===== src/rtl/alu_seq_pkg.sv =====
// Shared types and constants for the ALU operation sequencer.
// Holds the FSM state encoding, default widths and the ALU opcode names.
package alu_seq_pkg;

   localparam int SEQ_WIDTH = 16;
   localparam int SEQ_OPW   = 3;
   localparam int SEQ_CNTW  = 4;

   typedef enum logic [1:0] {
      ST_IDLE   = 2'd0,
      ST_SETTLE = 2'd1,
      ST_RESP   = 2'd2
   } seq_state_t;

   localparam logic [SEQ_OPW-1:0] OP0 = 3'b000;
   localparam logic [SEQ_OPW-1:0] OP1 = 3'b001;
   localparam logic [SEQ_OPW-1:0] OP2 = 3'b010;
   localparam logic [SEQ_OPW-1:0] OP3 = 3'b011;
   localparam logic [SEQ_OPW-1:0] OP4 = 3'b100;

endpackage


===== src/rtl/alu_op_sequencer.sv =====
// Synthesizable front end for the 16-bit ALU: accepts a request, holds operands
// for SETTLE cycles, captures acc and returns it over a valid/ready handshake.
//
// state     | meaning
// ----------+-----------------------------------------------------------
// ST_IDLE   | ready for a request; alu_* keep the previous operation
// ST_SETTLE | operands held on the ALU, settle counter running down
// ST_RESP   | captured result presented, waiting for rsp_ready
module alu_op_sequencer
   import alu_seq_pkg::*;
#(
   parameter int WIDTH  = SEQ_WIDTH,
   parameter int OPW    = SEQ_OPW,
   parameter int SETTLE = 2,
   parameter int CNTW   = 8
) (
   input  logic             clk,
   input  logic             reset,
   input  logic             req_valid,
   output logic             req_ready,
   input  logic [OPW-1:0]   req_op,
   input  logic [WIDTH-1:0] req_a,
   input  logic [WIDTH-1:0] req_b,
   input  logic             req_cin,
   input  logic             req_chain,
   output logic [WIDTH-1:0] alu_a,
   output logic [WIDTH-1:0] alu_b,
   output logic             alu_cin,
   output logic [OPW-1:0]   alu_s0,
   input  logic [WIDTH-1:0] alu_acc,
   output logic             rsp_valid,
   input  logic             rsp_ready,
   output logic [WIDTH-1:0] rsp_data,
   output logic [OPW-1:0]   rsp_op,
   output logic             busy,
   output logic [CNTW-1:0]  op_count
);

   // Terminal count is zero, so the load value is SETTLE-1 (SETTLE limited to 1..15).
   localparam logic [SEQ_CNTW-1:0] CNT_LOAD = SEQ_CNTW'(SETTLE - 1);

   seq_state_t           state_q;
   seq_state_t           state_d;
   logic [SEQ_CNTW-1:0]  cnt_q;
   logic [WIDTH-1:0]     last_result_q;
   logic                 accept;
   logic                 capture;
   logic                 retire;

   assign req_ready = (state_q == ST_IDLE) && !reset;
   assign busy      = (state_q != ST_IDLE);

   always_comb begin
      state_d = state_q;
      accept  = 1'b0;
      capture = 1'b0;
      retire  = 1'b0;
      case (state_q)
         ST_IDLE: begin
            if (req_valid && req_ready) begin
               accept  = 1'b1;
               state_d = ST_SETTLE;
            end
         end
         ST_SETTLE: begin
            if (cnt_q == '0) begin
               capture = 1'b1;
               state_d = ST_RESP;
            end
         end
         ST_RESP: begin
            if (rsp_ready) begin
               retire  = 1'b1;
               state_d = ST_IDLE;
            end
         end
         default: state_d = ST_IDLE;
      endcase
   end

   always_ff @(posedge clk) begin
      if (reset) begin
         state_q <= ST_IDLE;
      end else begin
         state_q <= state_d;
      end
   end

   always_ff @(posedge clk) begin
      if (reset) begin
         cnt_q <= '0;
      end else if (accept) begin
         cnt_q <= CNT_LOAD;
      end else if (state_q == ST_SETTLE && cnt_q != '0) begin
         cnt_q <= cnt_q - SEQ_CNTW'(1);
      end
   end

   // Operand registers change only on acceptance so the ALU sees stable inputs otherwise.
   always_ff @(posedge clk) begin
      if (reset) begin
         alu_a   <= '0;
         alu_b   <= '0;
         alu_cin <= 1'b0;
         alu_s0  <= '0;
      end else if (accept) begin
         alu_a   <= req_chain ? last_result_q : req_a;
         alu_b   <= req_b;
         alu_cin <= req_cin;
         alu_s0  <= req_op;
      end
   end

   always_ff @(posedge clk) begin
      if (reset) begin
         rsp_valid     <= 1'b0;
         rsp_data      <= '0;
         rsp_op        <= '0;
         last_result_q <= '0;
      end else if (capture) begin
         rsp_valid     <= 1'b1;
         rsp_data      <= alu_acc;
         rsp_op        <= alu_s0;
         last_result_q <= alu_acc;
      end else if (retire) begin
         rsp_valid     <= 1'b0;
      end
   end

   always_ff @(posedge clk) begin
      if (reset) begin
         op_count <= '0;
      end else if (retire) begin
         op_count <= op_count + CNTW'(1);
      end
   end

endmodule

===== config.mk =====
export PLATFORM = sky130hd
export DESIGN_NAME = alu_op_sequencer
export DESIGN_NICKNAME = d
export VERILOG_FILES = /design/src/rtl/alu_seq_pkg.sv /design/src/rtl/alu_op_sequencer.sv
export SDC_FILE = /design/constraint.sdc
export NUM_CORES = 1
export LEC_CHECK = 0
export ABC_AREA = 1
export ABC_CLOCK_PERIOD_IN_PS = 1350
export CAP_MARGIN = 20
export CORE_MARGIN = 2
export CORE_UTILIZATION = 40
export DETAILED_ROUTE_END_ITERATION = 12
export PLACE_DENSITY_LB_ADDON = 0.15
export SLEW_MARGIN = 25
export SYNTH_ARGS = -nofsm -noshare
export SYNTH_HDL_FRONTEND = slang
export SYNTH_SLANG_ARGS = --single-unit

===== constraint.sdc =====
create_clock -name clk -period 1.35 [get_ports clk]
set_input_delay 0.135 -clock clk [delete_from_list [all_inputs] [get_ports clk]]
set_output_delay 0.135 -clock clk [all_outputs]
set_load 0.01 [all_outputs]

==> key figures, run 1 <==
Status
  • Status: finished, final reports clean

Timing
  • Setup tns final: 0 ns
  • Clk_skew: 0.00604 ns
  • Max Slew Vio Count: 0
  • Max Clk Rate: 0.781 GHz
  • Hold Vio Cnt, Final: 0
  • Min Tclk post-route: 1.28 ns
  • Slew @ Worst Pin: 0.276 ns
  • Final setup fails: 0
  • Max-slew headroom: 81.6%
  • Period utilization: 94.8%

Worst setup path
  • R2R Path End: last_result_q[12]$_SDFFE_PP0P_
  • Reg-to-reg setup timing slack: 0.08 ns
  • Required @ worst endpoint: 1.22 ns
  • Reg2reg start: state_q[1]$_SDFFE_PP0P_
  • Arr. time, crit path: 1.15 ns
  • Maximum fanout along the worst path: 2
  • Startpoint class of the critical path: register
  • Depth of the worst register-to-register path: 6
  • Setup crit end kind: output port
  • Critical path class: reg -> out

Clocking
  • Clock transition at path regs: 0.08 ns
  • Skew-Pair Late Insertion Delay: 0.34 ns
  • CTS tree: done
  • CTS buffer count: 9
  • CTS Sinks: 70
  • H-tree Lvls: 3
  • CTS max path bufs: 2
  • Clock root buffer: clkbuf_8

Placed design
  • Placed cell areas: 0.00425 sq mm
  • IO buf count: 122
  • GPL Wtd Cong: 0.787
  • DP HPWL: 5.46 mm

Power and ir drop
  • Lkg Pwr: 2.21 nW
  • Clock network fraction of total power: 41.8%
  • Combinational share of power: 15.7%
  • Total power: 5.29 mW
  • Internal power: 4.02 mW
  • Sw power: 1.27 mW
  • Worst vdd ir: 0.639 mV
  • Switching share of total power: 24.0%
  • Flop pwr share: 42.6%
  • Power density cells: 1180 mW/mm^2

Detailed routing
  • DRT iter0 DRCs: 94
  • Post-route ant nets: 0
  • Vias: 2940
  • Vias per cell: 4.72
  • Drt drc: 0
  • Drt total wl: 7.68 mm
  • Drt wl/cell: 12.3 um
  • DR pass1 iterations: 4

Hold path
  • Min-Delay Path Class: in -> reg
  • Min-delay src: req_b[2]
  • WHS Endpoint: alu_b[2]$_SDFFE_PP0P_
  • Worst Hold Path Cells: 3

Finish
  • Multi-input logic area: 0.00125 sq mm
  • Layout cell share with drive strength beyond 1: 10.4%
  • Post-layout instance area: 0.00449 sq mm
  • Area delta synth->final: 56.2%
  • Diode count: 0
  • Fillers: 631
  • Reg area: 0.00141 sq mm
  • Final Util: 65.4%
  • # nets final: 581

Global route
  • Global-route wire length before repair: 12.4 mm
  • GR Util All Layers: 20.1%
  • Antenna violations before repair: 0
  • Number of global-route vias before repair: 2707
  • Remaining Overflow, GRT: 0
  • Largest net degree at the start of global routing: 37

Floorplan
  • Die Y: 88.8 um
  • Core area: 0.00687 sq mm
  • Initial Util: 41.9%
  • DIE AREA: 0.00789 sq mm
  • Site Rows: 30
  • Chip width: 88.8 um
  • # IOs: 123

Yosys
  • Ys async rst share: 0%
  • Part of the Yosys area used for sequential elements: 48.7%
  • Synthesis Warnings: 0
  • Area contributors post-synth: dfxtp_1 49%, nand2_1 12%, nand3_1 7.0%
  • Post-synthesis xor/xnor area fraction: 0.609%
  • Top_reg_cell synth: dfxtp_1
  • Most frequent cell after synthesis: nand2_1
  • Post-synth top area cell: dfxtp_1
  • Synth cell types: 24
  • Synthesized instance count: 391
  • Mapped Area: 0.00288 sq mm
  • Avg Cell Area, Syn: 7.36 sq um
  • Compound-Gate Fraction of Synth Area: 11.3%
  • Adder-cell area share of the yosys netlist: 0.870%
  • EDFF count, synth: 0
  • Synth Area in Simple Gates: 29.8%
  • Most instantiated cells after synthesis: 95 x nand2_1, 70 x dfxtp_1, 50 x nor2_1
  • Top cell type's share of synthesized area: 48.7%
  • Largest family of logic cells by synthesized area: simple AND/OR/NAND/NOR gates
  • Multiplexer share of the synthesized area: 0%
  • Yosys reg bits: 70
  • Syn Nets: 450

Flow run
  • Number of max-cap violations: 0
==> layout make-up <==
cell class                      instances  share of cell area [%]
Tap cell                               96                    2.67
Clock inverter                          6                    2.98
Clock buffer                           10                    2.84
Inverter                               34                    2.90
Sequential cell                        70                    31.3
Multi-Input combinational cell        266                    27.8
Timing Repair Buffer                  141                    29.5
==> worst max path at each step <==
stage                       startpoint                              to  slack (ns)
6_report       state_q[1]$_SDFFE_PP0P_                            busy        0.07
2_1_floorplan    cnt_q[0]$_SDFFE_PP0P_  last_result_q[10]$_SDFFE_PP0P_        0.19
3_5_place_dp                     reset          alu_a[10]$_SDFFE_PP0P_       -0.19
3_3_place_gp                     reset                       req_ready       -0.19
5_1_grt          cnt_q[0]$_SDFFE_PP0P_   last_result_q[8]$_SDFFE_PP0P_      -0.004
4_1_cts        state_q[0]$_SDFFE_PP0P_          alu_a[15]$_SDFFE_PP0P_       -0.08
==> power groups by stage <==
stage / Sequential, mW / Clock, mW / Combinational [mW]
6_report: 2.25 / 2.21 / 0.829
5_1_grt: 2.27 / 2.34 / 0.917
4_1_cts: 2.25 / 2.25 / 0.821
3_5_place_dp: 2.30 / 0 / 0.885
3_3_place_gp: 2.30 / 0 / 0.873
2_1_floorplan: 2.35 / 0 / 0.335
==> logic make-up (layout without fill, tap and decap cells) <==
| logic type | count (synthesis) | after routing |
|---|---|---|
| xor+xnor | 2 | 2 |
| simple gates | 198 | 198 |
| buf+inv | 55 | 191 |
| flops | 70 | 70 |
| fa+ha+maj | 2 | 2 |
| compound gates | 64 | 64 |
==> cell usage in the layout (no fill, tap or decap), types with 2 or more instances in the layout <==
| master | synthesis | layout |
|---|---|---|
| clkdlybuf4s50_1 | 0 | 56 |
| xor2_1 | 2 | 2 |
| nand2_1 | 95 | 93 |
| a21oi_1 | 25 | 25 |
| nand3_1 | 40 | 40 |
| nand3_2 | 3 | 2 |
| nand4_1 | 3 | 3 |
| nor2_1 | 50 | 49 |
| buf_4 | 1 | 16 |
| nand2_2 | 0 | 2 |
| inv_2 | 5 | 4 |
| dfxtp_2 | 0 | 5 |
| dlymetal6s2s_1 | 0 | 4 |
| bufinv_16 | 0 | 4 |
| clkbuf_8 | 0 | 9 |
| inv_1 | 29 | 29 |
| dfxtp_1 | 70 | 65 |
| o21ai_0 | 37 | 28 |
| buf_12 | 0 | 2 |
| nor2_4 | 1 | 3 |
| dlygate4sd2_1 | 0 | 60 |
| ha_1 | 2 | 2 |
| o21ai_1 | 0 | 9 |
| nand3b_1 | 2 | 2 |
==> critical path: stages, from the launching register on <==
cell	delay, ns
dfxtp_2	0.34
nor2_4	0.13
inv_2	0.08
clkdlybuf4s15_1	0.26
==> registers in the layout, summed over array words and instances (netlist names) <==
signal,cells
alu_a,16
alu_b,16
alu_cin,1
alu_s0,3
cnt_q,4
last_result_q,16
op_count,8
rsp_op,3
rsp_valid,1
state_q,2
==> metal layers <==
layer	global-route usage (%)	routed length, um
met1	23.9	3320
met3	6.53	526
met5	0	0
met4	8.54	150
met2	33.2	3690
==> timing repair <==
item | in CTS | in global routing
resized for setup | 67 | 26
pin swaps | 1 | 2
endpoints found under the setup margin | 75 | 65
hold buffers | 0 | 0
buffers inserted | 1 | 1
==> stage by stage <==
step | std cells | hold slack, ns | setup slack (ns)
6_report | 623 | 0.357 | 0.0699
5_1_grt | 623 | 0.347 | -0.00360
4_1_cts | 622 | 0.344 | -0.0828
3_5_place_dp | 605 | 0.431 | -0.186
3_3_place_gp | 605 | 0.428 | -0.185
2_1_floorplan | 391 | 0.273 | 0.188
No activity file was read; power rests on OpenSTA's default activity.
==> run 2: changes to the inputs <==
--- a/config.mk
+++ b/config.mk
@@ -6,7 +6,7 @@
 export NUM_CORES = 1
 export LEC_CHECK = 0
 export ABC_AREA = 1
-export ABC_CLOCK_PERIOD_IN_PS = 1350
+export ABC_CLOCK_PERIOD_IN_PS = 1500
 export CAP_MARGIN = 20
 export CORE_MARGIN = 2
 export CORE_UTILIZATION = 40
==> constraint.sdc (replaced) <==
create_clock -name clk -period 1.5 [get_ports clk]
set_input_delay 0.15 -clock clk [delete_from_list [all_inputs] [get_ports clk]]
set_output_delay 0.15 -clock clk [all_outputs]
set_load 0.01 [all_outputs]
==> run 2 against run 1 <==
Against the previous run: sequential power decreased by 9.8%; non-clock buffer count decreased by 3; first-iteration DRC count decreased by 6.4%; clock skew decreased by 0.00092 ns; total power decreased by 22%; final area decreased by 1.8%; critical path depth decreased by 2; worst setup slack got worse by 0.0019 ns; sequential share of layout area increased by 0.53 points; critical endpoint is now op_count[2]; largest cell class unchanged; highest routed layer unchanged.
==> key figures, run 2 (synthesis gave the netlist of run 1 again) <==
Status
  • Status: finished, final reports clean

Detailed routing
  • Post-route ant nets: 0
  • Drt wl/cell: 12.0 um
  • Vias per cell: 4.66
  • DRT iter0 DRCs: 88
  • DR pass1 iterations: 4
  • Vias: 2886
  • Drt drc: 0
  • Drt total wl: 7.41 mm

Power and ir drop
  • Clock network fraction of total power: 32.3%
  • Total power: 4.15 mW
  • Lkg Pwr: 1.84 nW
  • Switching share of total power: 25.8%
  • Power density cells: 941 mW/mm^2
  • Sw power: 1.07 mW
  • Combinational share of power: 18.8%
  • Internal power: 3.08 mW
  • Worst vdd ir: 0.586 mV
  • Flop pwr share: 48.9%

Timing
  • Max-slew headroom: 75.3%
  • Min Tclk post-route: 1.43 ns
  • Final setup fails: 0
  • Worst hold margin: 0.375 ns
  • Hold Vio Cnt, Final: 0
  • Slew @ Worst Pin: 0.371 ns
  • Unrepaired setup endpoints after global routing: yes
  • PnR worst setup slack: 0.0679 ns
  • Period utilization: 95.5%
  • Max Clk Rate: 0.698 GHz
  • Max Slew Vio Count: 0
  • Clk_skew: 0.00513 ns
  • Setup tns final: 0 ns

Floorplan
  • Chip width: 88.8 um
  • DIE AREA: 0.00789 sq mm
  • Die Y: 88.8 um
  • Core area: 0.00687 sq mm
  • Initial Util: 41.9%
  • # IOs: 123
  • Site Rows: 30

Placed design
  • GPL Wtd Cong: 0.777
  • Setup WS pre-CTS: -0.0295 ns
  • DP HPWL: 5.50 mm
  • IO buf count: 122

Clocking
  • Clock root buffer: clkbuf_8
  • CTS Sinks: 70
  • H-tree Lvls: 3
  • CTS buffer count: 9
  • Clock transition at path regs: 0.07 ns
  • CTS max path bufs: 2
  • Skew-Pair Late Insertion Delay: 0.33 ns
  • CTS tree: done
  • Cts hold-fix bufs: 0

Hold path
  • Min-Delay Path Class: in -> reg

Finish
  • Area delta synth->final: 53.3%
  • Most common cell after layout, fill and taps aside: clkdlybuf4s50_1
  • Layout cell share with drive strength beyond 1: 8.22%
  • Most frequent cells in the layout: 119 x clkdlybuf4s50_1, 95 x nand2_1, 67 x dfxtp_1, 50 x nor2_1, 40 x nand3_1
  • Fillers: 604
  • Final Util: 64.2%
  • Largest registers: alu_a (16), alu_b (16), last_result_q (16)
  • # nets final: 578
  • Diode count: 0

Worst setup path
  • Crit path cell chain: clkdlybuf4s50_1
  • Crit path max-delay family: buffers and inverters
  • Setup crit end kind: output port
  • Crit-path slowest cell: clkdlybuf4s50_1
  • Maximum fanout along the worst path: 4
  • Worst Path Buf+Inv: 1
  • Required @ worst endpoint: 1.35 ns
  • CP max stage delay: 0.56 ns
  • Startpoint class of the critical path: register
  • Arr. time, crit path: 1.28 ns
  • Critical path class: reg -> out

Global route
  • Number of global-route vias before repair: 2735
  • Global-route wire length before repair: 12.2 mm
  • Antenna violations before repair: 0
  • GR Util All Layers: 20.0%
  • Remaining Overflow, GRT: 0
  • Largest net degree at the start of global routing: 37

Flow run
  • Number of max-cap violations: 0
[run 2: cell count changes in the layout (fill, tap and decap cells not counted), moves of 3 or more]
cell             change
dlygate4sd2_1       -59
o21ai_1              -9
o21ai_0              +9
dlymetal6s2s_1       -3
clkdlybuf4s50_1     +63
bufinv_16            -4
[run 2: power by group through the flow]
stage	clock [mW]	sequential (mW)	combinational, mW
CTS	1.39	2.03	0.792
detailed placement	0	2.07	0.792
global placement	0	2.07	0.782
floorplan	0	2.11	0.301
global route	1.46	2.04	0.860
finish	1.34	2.03	0.781
[run 2: layer usage]
layer	share of wire, %	track usage (%)	vias to the layer above
met5	0	0	-
met4	2.4	8.95	0
li1	-	-	1503
met1	42	23.0	1299
met3	7.0	6.90	14
met2	49	33.5	70
[run 2: path summary, 6_finish.rpt]
path	slack (ns)	startpoint	endpoint	cells after the start
max	0.07	op_count[2]$_SDFFE_PP0P_	op_count[2]	1
min	0.37	req_b[2]	alu_b[2]$_SDFFE_PP0P_	3
max reg2reg	0.12	state_q[1]$_SDFFE_PP0P_	alu_a[15]$_SDFFE_PP0P_	6
min reg2reg	0.44	alu_b[13]$_SDFFE_PP0P_	alu_b[13]$_SDFFE_PP0P_	2
[run 2: area by class of cell]
cell class | count | area (sq um) | share of cell area, %
flip-flops and latches | 70 | 1410 | 31.8
repair buffers | 138 | 1370 | 31.0
multi-input cells | 266 | 1220 | 27.7
clock buffers | 14 | 163 | 3.69
inverters | 34 | 128 | 2.89
well taps | 96 | 120 | 2.72
clock inverters | 1 | 5.00 | 0.113
[run 2: metrics by stage]
stage	instance area [sq um]	instances
global placement	4240	604
global route	4410	619
floorplan	2880	391
finish	4410	619
CTS	4400	619
detailed placement	4240	604
[run 2: repair_timing]
| action | CTS | global route |
|---|---|---|
| pin swaps | 0 | 0 |
| setup buffers | 0 | 0 |
| endpoints found under the setup margin | 2 | 6 |
| gates resized for setup | 2 | 5 |
==> RTL change, RTL diff (config.mk and constraints of run 1) <==
`CNTW`: 8 -> 9.
--- a/src/rtl/alu_op_sequencer.sv
+++ b/src/rtl/alu_op_sequencer.sv
@@ -14,3 +14,3 @@
    parameter int SETTLE = 2,
-   parameter int CNTW   = 8
+   parameter int CNTW   = 9
 ) (
Interface: changed (resized op_count); port bits go from 123 to 124. No check against the original RTL was run, so the function may have changed too.
==> RTL change against run 1 <==
- die area grew 7.6%
- final area grew 5.5%
- largest power group unchanged
- highest routed layer unchanged
- worst setup slack lost 0.0034 ns
- sequential cell count grew 1
- power shrank 1.3%
- critical path depth grew 5
- wire length grew 10%
- final cell count grew 3.4%
- area after synthesis grew 8.0%
==> RTL change: results (changes against run 1) <==
| Metric | Value |
|---|---|
| Critical path peak fanout | `19 (was 2)` |
| Met3 Use GR | `4.684% (was 6.530%)` |
| Hold Crit Endpoint | `alu_b[14]$_SDFFE_PP0P_ (was alu_b[2]$_SDFFE_PP0P_)` |
| Placement Cell Area | `4527 sq um (was 4247 sq um)` |
| Crit path DAT | `1.51 ns (was 1.15 ns)` |
| Non-clock buffer count | `149 (was 141)` |
| NetSw | `1.297 mW (was 1.271 mW)` |
| Gate Count Post-Synth | `402 (was 391)` |
| Top cells by count, synth | `74 x nand2_1, 71 x dfxtp_1, 52 x nand3_1 (was 95 x nand2_1, 70 x dfxtp_1, 50 x nor2_1)` |
| Critical path's slowest cell | `dfxtp_1 (was dfxtp_2)` |
| Flops & latches, synth | `71 (was 70)` |
| Top delay family on crit path | `simple AND/OR/NAND/NOR gates (was flip-flops)` |
| DP Wirelength | `6170 microns (was 5459 microns)` |
| Routed metal-1 wire length | `3798 microns (was 3319 microns)` |
| Fraction of area in registers | `30.10% (was 31.32%)` |
| Met1 Use GR | `26.11% (was 23.90%)` |
| Port bufs | `123 (was 122)` |
| Multi-input logic cell count | `272 (was 266)` |
| Status | `complete, no violations (unchanged)` |
| Vias/cell | `4.750 (was 4.719)` |
| P_leak | `2.246 nW (was 2.209 nW)` |
| Pre-CTS setup slack | `-0.1792 ns (was -0.1864 ns)` |
| Met3 routed WL | `379 microns (was 526 microns)` |
| Reg2reg path depth | `8 (was 6)` |
| Clock-cell share | `5.174% (was 5.818%)` |
| Skew final | `0.007251 ns (was 0.006044 ns)` |
| Register area share after synthesis | `45.75% (was 48.70%)` |
| Post-Place Cells | `628 (was 605)` |
| HP Start | `req_b[14] (was req_b[2])` |
| Synth top area cells | `dfxtp_1 46%, nand2_1 8.9%, nand3_1 8.4%, o21ai_0 6.0%, nor2_1 5.7% (was dfxtp_1 49%, nand2_1 12%, nand3_1 7.0%, nor2_1 6.5%, o21ai_0 6.4%)` |
| Setup bufs post-CTS | `0 (was 1)` |
| First-pass GRT wire length | `14300 microns (was 12410 microns)` |
[RTL change: cell types whose count changed in the layout (fill, tap and decap cells not counted), moves of 10 or more]
| cell | delta |
|---|---|
| nand2_1 | -19 |
| nand3_1 | +12 |
| a21oi_2 | +11 |
| nand3_2 | +10 |
[RTL change: cell families after synthesis]
family                     share of synthesized area [%]
DFF                                                45.75
adders and majority gates                         0.8053
buffers and inverters                              9.303
xor gates and xnor gates                          0.5639
and+or+nand+nor                                    31.37
AOI/OAI and AO/OA                                  12.20
[RTL change: power groups by stage]
stage | logic, mW | registers, mW | clock network (mW)
2_1_floorplan | 0.366 | 2.38 | 0
3_3_place_gp | 0.925 | 2.34 | 0
3_5_place_dp | 0.937 | 2.34 | 0
4_1_cts | 0.865 | 2.29 | 2.09
5_1_grt | 0.963 | 2.31 | 2.19
6_report | 0.876 | 2.29 | 2.06
[RTL change: repair_timing]
item	CTS	global route
resized for setup	73	15
endpoints found under the hold margin	0	0
setup endpoints to repair	75	25
hold buffers	0	0
gates cloned	0	0
pin swaps	0	2
